`src/rtl/key_conditioner.sv`:
```
// Debounces the active-low push buttons and turns each accepted key into a clean level
// plus press / release / auto-repeat pulses, one independent channel per key.
module key_conditioner #(
    parameter int NUM_KEYS        = 4,
    parameter int DEBOUNCE_CYCLES = 1000000,
    parameter int REPEAT_DELAY    = 25000000,
    parameter int REPEAT_PERIOD   = 5000000
) (
    input  logic                clk,
    input  logic                reset,
    input  logic [NUM_KEYS-1:0] key_n,
    input  logic                repeat_en,
    output logic [NUM_KEYS-1:0] key_level,
    output logic [NUM_KEYS-1:0] key_press,
    output logic [NUM_KEYS-1:0] key_release,
    output logic [NUM_KEYS-1:0] key_repeat,
    output logic                any_press
);

    localparam int DW   = $clog2(DEBOUNCE_CYCLES) + 1;
    localparam int RMAX = (REPEAT_DELAY > REPEAT_PERIOD) ? REPEAT_DELAY : REPEAT_PERIOD;
    localparam int RW   = $clog2(RMAX) + 1;

    localparam logic [DW-1:0] DEB_LAST    = DW'(DEBOUNCE_CYCLES - 1);
    localparam logic [RW-1:0] DELAY_MAX   = RW'(REPEAT_DELAY);
    localparam logic [RW-1:0] DELAY_LAST  = RW'(REPEAT_DELAY - 1);
    localparam logic [RW-1:0] PERIOD_LAST = RW'(REPEAT_PERIOD - 1);

    typedef enum logic [1:0] {
        ST_RELEASED    = 2'd0,
        ST_HELD_WAIT   = 2'd1,
        ST_HELD_REPEAT = 2'd2
    } state_t;

    logic [NUM_KEYS-1:0] sync1_r;
    logic [NUM_KEYS-1:0] sync2_r;
    logic [NUM_KEYS-1:0] pressed_s;
    logic [NUM_KEYS-1:0] press_nxt_s;
    logic                any_press_r;

    // Two-flop synchronizer; resets to the released (high) level so no phantom press appears.
    always_ff @(posedge clk or posedge reset) begin
        if (reset) begin
            sync1_r <= '1;
            sync2_r <= '1;
        end else begin
            sync1_r <= key_n;
            sync2_r <= sync1_r;
        end
    end

    assign pressed_s = ~sync2_r;

    // any_press is registered from the same next-cycle press terms so it lines up with key_press.
    always_ff @(posedge clk or posedge reset) begin
        if (reset) begin
            any_press_r <= 1'b0;
        end else begin
            any_press_r <= |press_nxt_s;
        end
    end

    assign any_press = any_press_r;

    for (genvar k = 0; k < NUM_KEYS; k++) begin : g_key
        logic [DW-1:0] deb_cnt_r;
        logic [DW-1:0] deb_cnt_nxt_s;
        logic          level_r;
        logic          accept_s;
        state_t        state_r;
        state_t        state_nxt_s;
        logic [RW-1:0] rep_cnt_r;
        logic [RW-1:0] rep_cnt_nxt_s;
        logic          press_r;
        logic          release_r;
        logic          repeat_r;
        logic          press_s;
        logic          release_s;
        logic          repeat_s;

        // State register: debounce, FSM, repeat counter and the registered pulses.
        always_ff @(posedge clk or posedge reset) begin
            if (reset) begin
                deb_cnt_r <= '0;
                level_r   <= 1'b0;
                state_r   <= ST_RELEASED;
                rep_cnt_r <= '0;
                press_r   <= 1'b0;
                release_r <= 1'b0;
                repeat_r  <= 1'b0;
            end else begin
                deb_cnt_r <= deb_cnt_nxt_s;
                level_r   <= level_r ^ accept_s;
                state_r   <= state_nxt_s;
                rep_cnt_r <= rep_cnt_nxt_s;
                press_r   <= press_s;
                release_r <= release_s;
                repeat_r  <= repeat_s;
            end
        end

        // Debounce: a level change is accepted on the edge the stable run would reach its target.
        always_comb begin
            deb_cnt_nxt_s = '0;
            accept_s      = 1'b0;
            if (pressed_s[k] != level_r) begin
                if (deb_cnt_r == DEB_LAST) begin
                    accept_s = 1'b1;
                end else begin
                    deb_cnt_nxt_s = deb_cnt_r + DW'(1);
                end
            end else begin
                deb_cnt_nxt_s = '0;
            end
        end

        // Next-state: an accepted release always wins over any repeat activity.
        always_comb begin
            state_nxt_s   = state_r;
            rep_cnt_nxt_s = rep_cnt_r;
            case (state_r)
                ST_RELEASED: begin
                    if (accept_s) begin
                        state_nxt_s   = ST_HELD_WAIT;
                        rep_cnt_nxt_s = '0;
                    end else begin
                        rep_cnt_nxt_s = '0;
                    end
                end
                ST_HELD_WAIT: begin
                    if (accept_s) begin
                        state_nxt_s   = ST_RELEASED;
                        rep_cnt_nxt_s = '0;
                    end else if (repeat_en && (rep_cnt_r >= DELAY_LAST)) begin
                        state_nxt_s   = ST_HELD_REPEAT;
                        rep_cnt_nxt_s = '0;
                    end else if (rep_cnt_r < DELAY_MAX) begin
                        rep_cnt_nxt_s = rep_cnt_r + RW'(1);
                    end else begin
                        rep_cnt_nxt_s = rep_cnt_r;
                    end
                end
                ST_HELD_REPEAT: begin
                    if (accept_s) begin
                        state_nxt_s   = ST_RELEASED;
                        rep_cnt_nxt_s = '0;
                    end else if (!repeat_en) begin
                        rep_cnt_nxt_s = rep_cnt_r;
                    end else if (rep_cnt_r >= PERIOD_LAST) begin
                        rep_cnt_nxt_s = '0;
                    end else begin
                        rep_cnt_nxt_s = rep_cnt_r + RW'(1);
                    end
                end
                default: begin
                    state_nxt_s   = ST_RELEASED;
                    rep_cnt_nxt_s = '0;
                end
            endcase
        end

        // Output decode; these terms are registered so pulses align with the key_level edge.
        always_comb begin
            press_s   = 1'b0;
            release_s = 1'b0;
            repeat_s  = 1'b0;
            case (state_r)
                ST_RELEASED: begin
                    press_s = accept_s;
                end
                ST_HELD_WAIT: begin
                    release_s = accept_s;
                    repeat_s  = !accept_s && repeat_en && (rep_cnt_r >= DELAY_LAST);
                end
                ST_HELD_REPEAT: begin
                    release_s = accept_s;
                    repeat_s  = !accept_s && repeat_en && (rep_cnt_r >= PERIOD_LAST);
                end
                default: begin
                    press_s = 1'b0;
                end
            endcase
        end

        assign press_nxt_s[k] = press_s;
        assign key_level[k]   = level_r;
        assign key_press[k]   = press_r;
        assign key_release[k] = release_r;
        assign key_repeat[k]  = repeat_r;
    end

endmodule

```
`config.mk`:
```
export PLATFORM = sky130hd
export DESIGN_NAME = key_conditioner
export DESIGN_NICKNAME = d
export VERILOG_FILES = /design/src/rtl/key_conditioner.sv
export SDC_FILE = /design/constraint.sdc
export NUM_CORES = 1
export LEC_CHECK = 0
export ABC_CLOCK_PERIOD_IN_PS = 8900
export CAP_MARGIN = 0
export CORE_UTILIZATION = 55
export CTS_CLUSTER_SIZE = 28
export DETAILED_ROUTE_END_ITERATION = 10
export PLACE_DENSITY = 0.7
export SYNTH_ARGS = -nofsm -noshare
export SYNTH_HDL_FRONTEND = slang
export SYNTH_SLANG_ARGS = --single-unit
```
`constraint.sdc`:
```
create_clock -name clk -period 8.9 [get_ports clk]
set_input_delay 1.78 -clock clk [delete_from_list [all_inputs] [get_ports clk]]
set_output_delay 1.78 -clock clk [all_outputs]
set_load 0.05 [all_outputs]
```
==> flow_metrics.env <==
export IMPL_worst_path_max_fanout=24
export IMPL_fraction_of_registers_with_async_set_or_reset_after_synthesis_pct=100
export IMPL_net_switching_power_w=0.000513
export IMPL_worst_setup_path_type="in -> reg"
export IMPL_cap_viol_max_count=0
export IMPL_postCtsSetupRepairBufs=0
export IMPL_worst_slew_pin_slew_ns=1.27
export IMPL_yosys_area_share_adder_pct=2.06
export IMPL_irDropWorstVdd_uv=127
export IMPL_routed_wirelength_mm=25.8
export IMPL_final_period_minus_worst_setup_slack_ns=4.44
export IMPL_synth_simple_gate_area_share_pct=26.6
export IMPL_num_antenna_cells=0
export IMPL_r2r_start="g_key[0].rep_cnt_r[0]"
export IMPL_rows=54
export IMPL_antenna_found_initial=0
export IMPL_power_per_cell_area_nw_per_um2=166
export IMPL_cts_resized_gates=0
export IMPL_post_drt_via_cell_ratio=6.00
export IMPL_post_synth_mux_area_share_pct=0.772
export IMPL_synthDominantAreaCellType="sky130_fd_sc_hd__dfrtp_1"
export IMPL_sequentialPowerShare_pct=48.6
export IMPL_route_detailed_wl_per_inst_um=15.8
export IMPL_drc_errors=0
export IMPL_flop_to_flop_setup_slack_ns=5.10
export IMPL_flop_and_latch_count_out_of_synthesis=221
export IMPL_worst_endpoint_arrival_ns=4.84
export IMPL_overflow=0
export IMPL_share_comb_of_total_power_pct=5.1
export IMPL_drtIter0Drc=503
export IMPL_htree_num_levels=1
export IMPL_final_max_slew_viol_count=0
export IMPL_p_int_w=0.00170
export IMPL_worst_setup_path_start_kind="primary input"
export IMPL_main_combinational_cell_family_by_area_after_synthesis="simple AND/OR/NAND/NOR gates"
export IMPL_clock_power_share_pct=46.3
export IMPL_port_buffers=23
export IMPL_sequential_cell_area_fraction_in_the_yosys_report_pct=45.6
export IMPL_post_synth_xor_xnor_area_pct=5.48
export IMPL_yosys_most_used_dff="sky130_fd_sc_hd__dfrtp_1"
export IMPL_crit_required_ns=9.30
export IMPL_compound_gate_portion_of_the_synthesized_area_pct=15.5
export IMPL_netlist_area_um2=12200
export IMPL_place_worst_setup_slack_ns=3.91
export IMPL_final_setup_viol_count=0
export IMPL_area_inside_the_core_boundary_um2=21800
export IMPL_worst_r2r_endpoint="g_key[0].rep_cnt_r[0]"
export IMPL_globalRouteTotalUtil_pct=23.2
export IMPL_post_route_worst_setup_slack_ns=4.46
export IMPL_largest_net_degree_at_the_start_of_global_routing=100
export IMPL_cts_tree="done"
export IMPL_final_worst_path_period_share_pct=49.9
export IMPL_die_width_um=151
export IMPL_slew_headroom_pct=15.1
export IMPL_firstDrtPassIters=5
export IMPL_drive_gt1_share_pct=5.67
export IMPL_area_growth_syn_to_layout_pct=9.70
export IMPL_final_setup_skew_ns=0.00905
export IMPL_leading_cell_types_by_total_area_after_synthesis="sky130_fd_sc_hd__dfrtp_1 44%, sky130_fd_sc_hd__nor2_1 5.4%, sky130_fd_sc_hd__a22o_1 4.2%"
export IMPL_clock_fmax_mhz=225
export IMPL_rsz0062_at_grt="false"
export IMPL_worstSetupEndpoint="g_key[0].rep_cnt_r[0]"
export IMPL_power_switching_share_pct=23.2
export IMPL_synthesis_instances=1343
export IMPL_clock_latency_ns=0.52
export IMPL_netlist_area_leader_share_pct=43.8
export IMPL_dpl_hpwl_mm=16.8
export IMPL_ios=24
export IMPL_worst_hold_slack_ns=0.355
export IMPL_power_static_leakage_nw=5.64
export IMPL_setup_total_negative_slack_ns=0
export IMPL_layout_common_cells="213 x sky130_fd_sc_hd__dfrtp_1, 176 x sky130_fd_sc_hd__nor2_1, 117 x sky130_fd_sc_hd__nand2_1"
export IMPL_setup_worst_path_end_class="register"
export IMPL_wire_length_of_the_first_global_routing_pass_mm=43.7
export IMPL_min_delay_path_class="reg -> reg"
export IMPL_cts_root_buffer="sky130_fd_sc_hd__clkbuf_16"
export IMPL_largest_buffer_count_on_any_clock_path=3
export IMPL_reg2reg_depth=9
export IMPL_clock_sinks=221
export IMPL_path_clk_slew_ns=0.06
export IMPL_layout_commonest_cell="sky130_fd_sc_hd__dfrtp_1"
export IMPL_run_status="finished, final reports clean"
export IMPL_start_util_pct=55.9
export IMPL_number_of_warnings_issued_by_yosys=0
export IMPL_post_cts_hold_buffer_count=0
export IMPL_final_nets=1368
export IMPL_cts_made_buffers=25
export IMPL_post_layout_total_power_w=0.00221
export IMPL_synth_cell_types=73
export IMPL_num_vias=9815
export IMPL_floorplan_die_height_um=151
export IMPL_syn_area_per_cell_um2=9.05
export IMPL_synth_enable_flop_cells=0
export IMPL_critPathLaunch="repeat_en"
export IMPL_routabilityCongestion=0.808
export IMPL_final_number_of_hold_violating_endpoints=0
export IMPL_antenna_left=0
export IMPL_number_of_global_route_vias_before_repair=9194
export IMPL_die_area_um2=22700
export IMPL_syn_num_nets=1370
how the worst min path moves through the flow:
stage                from          to  slack, ns  depth (start not counted)
2_1_floorplan  sync1_r[0]  sync2_r[0]       0.35                          0
3_3_place_gp   sync1_r[0]  sync2_r[0]       0.35                          0
3_5_place_dp   sync1_r[0]  sync2_r[0]       0.35                          0
4_1_cts        sync1_r[1]  sync2_r[1]       0.36                          0
5_1_grt        sync1_r[1]  sync2_r[1]       0.36                          0
6_report       sync1_r[1]  sync2_r[1]       0.36                          0
registers in the layout (all words and copies together) (netlist names):
name             flops
sync1_r              4
g_key.release_r      4
g_key.state_r        8
g_key.level_r        4
any_press            1
sync2_r              4
g_key.deb_cnt_r     84
g_key.repeat_r       4
g_key.rep_cnt_r    104
g_key.press_r        4
kinds of logic after synthesis:
family                     Yosys count
xor gates and xnor gates            76
DFF                                221
buffers and inverters              108
AOI/OAI and AO/OA                  271
adders and majority gates           20
muxes                                9
and+or+nand+nor                    638
routing by layer:
layer  up-vias  wire [um]  track usage (%)  share of wire, %
met5         -          0                0                 0
met4         0        315             5.25               1.2
met3        25        817             2.48               3.2
met2       156      12000             36.9                46
met1      4809      12700             33.9                49
li1       4825          -                -                 -
power by group through the flow:
| stage | registers [W] | clock network [W] | logic (W) |
|---|---|---|---|
| after floorplan | 0.00108 | 0 | 0.0000887 |
| after global placement | 0.00109 | 0 | 0.000112 |
| after detailed placement | 0.00109 | 0 | 0.000115 |
| after CTS | 0.00107 | 0.00105 | 0.000115 |
| after global routing | 0.00108 | 0.00108 | 0.000131 |
| final | 0.00107 | 0.00102 | 0.000112 |
critical path, cell delays in order:
cell	delay (ns)
sky130_fd_sc_hd__clkdlybuf4s50_1	0.87
sky130_fd_sc_hd__a21boi_0	0.32
sky130_fd_sc_hd__a21oi_2	1.01
sky130_fd_sc_hd__nor3_2	0.28
sky130_fd_sc_hd__buf_4	0.30
sky130_fd_sc_hd__mux2_2	0.26
synth_stat cells (25+ instances only):
master	instances
sky130_fd_sc_hd__dfrtp_1	213
sky130_fd_sc_hd__clkbuf_1	32
sky130_fd_sc_hd__nand4_1	33
sky130_fd_sc_hd__xnor2_1	42
sky130_fd_sc_hd__nor4_1	26
sky130_fd_sc_hd__nand3_1	82
sky130_fd_sc_hd__nand2_1	117
sky130_fd_sc_hd__o21ai_1	25
sky130_fd_sc_hd__nor3_1	51
sky130_fd_sc_hd__inv_1	45
sky130_fd_sc_hd__xor2_1	34
sky130_fd_sc_hd__a22o_1	58
sky130_fd_sc_hd__and3_1	35
sky130_fd_sc_hd__o21ai_0	43
sky130_fd_sc_hd__nor2_1	176
sky130_fd_sc_hd__a21oi_1	42
per-stage QoR:
stage          std cells  area (um2)  utilization (%)
4_1_cts             1637       13300             61.3
6_report            1637       13300             61.3
2_1_floorplan       1343       12200                -
5_1_grt             1637       13300             61.3
3_3_place_gp        1594       12500             57.6
3_5_place_dp        1594       12500             57.6
area by class of cell:
class,count,area (um2)
Timing Repair Buffer,33,305
Clock inverter,5,75.1
Tap cell,280,350
Clock buffer,38,734
Multi-Input combinational cell,1014,6150
Fill cell,1843,8420
Inverter,46,180
Sequential cell,221,5540
(Power assumes the default switching activity.)
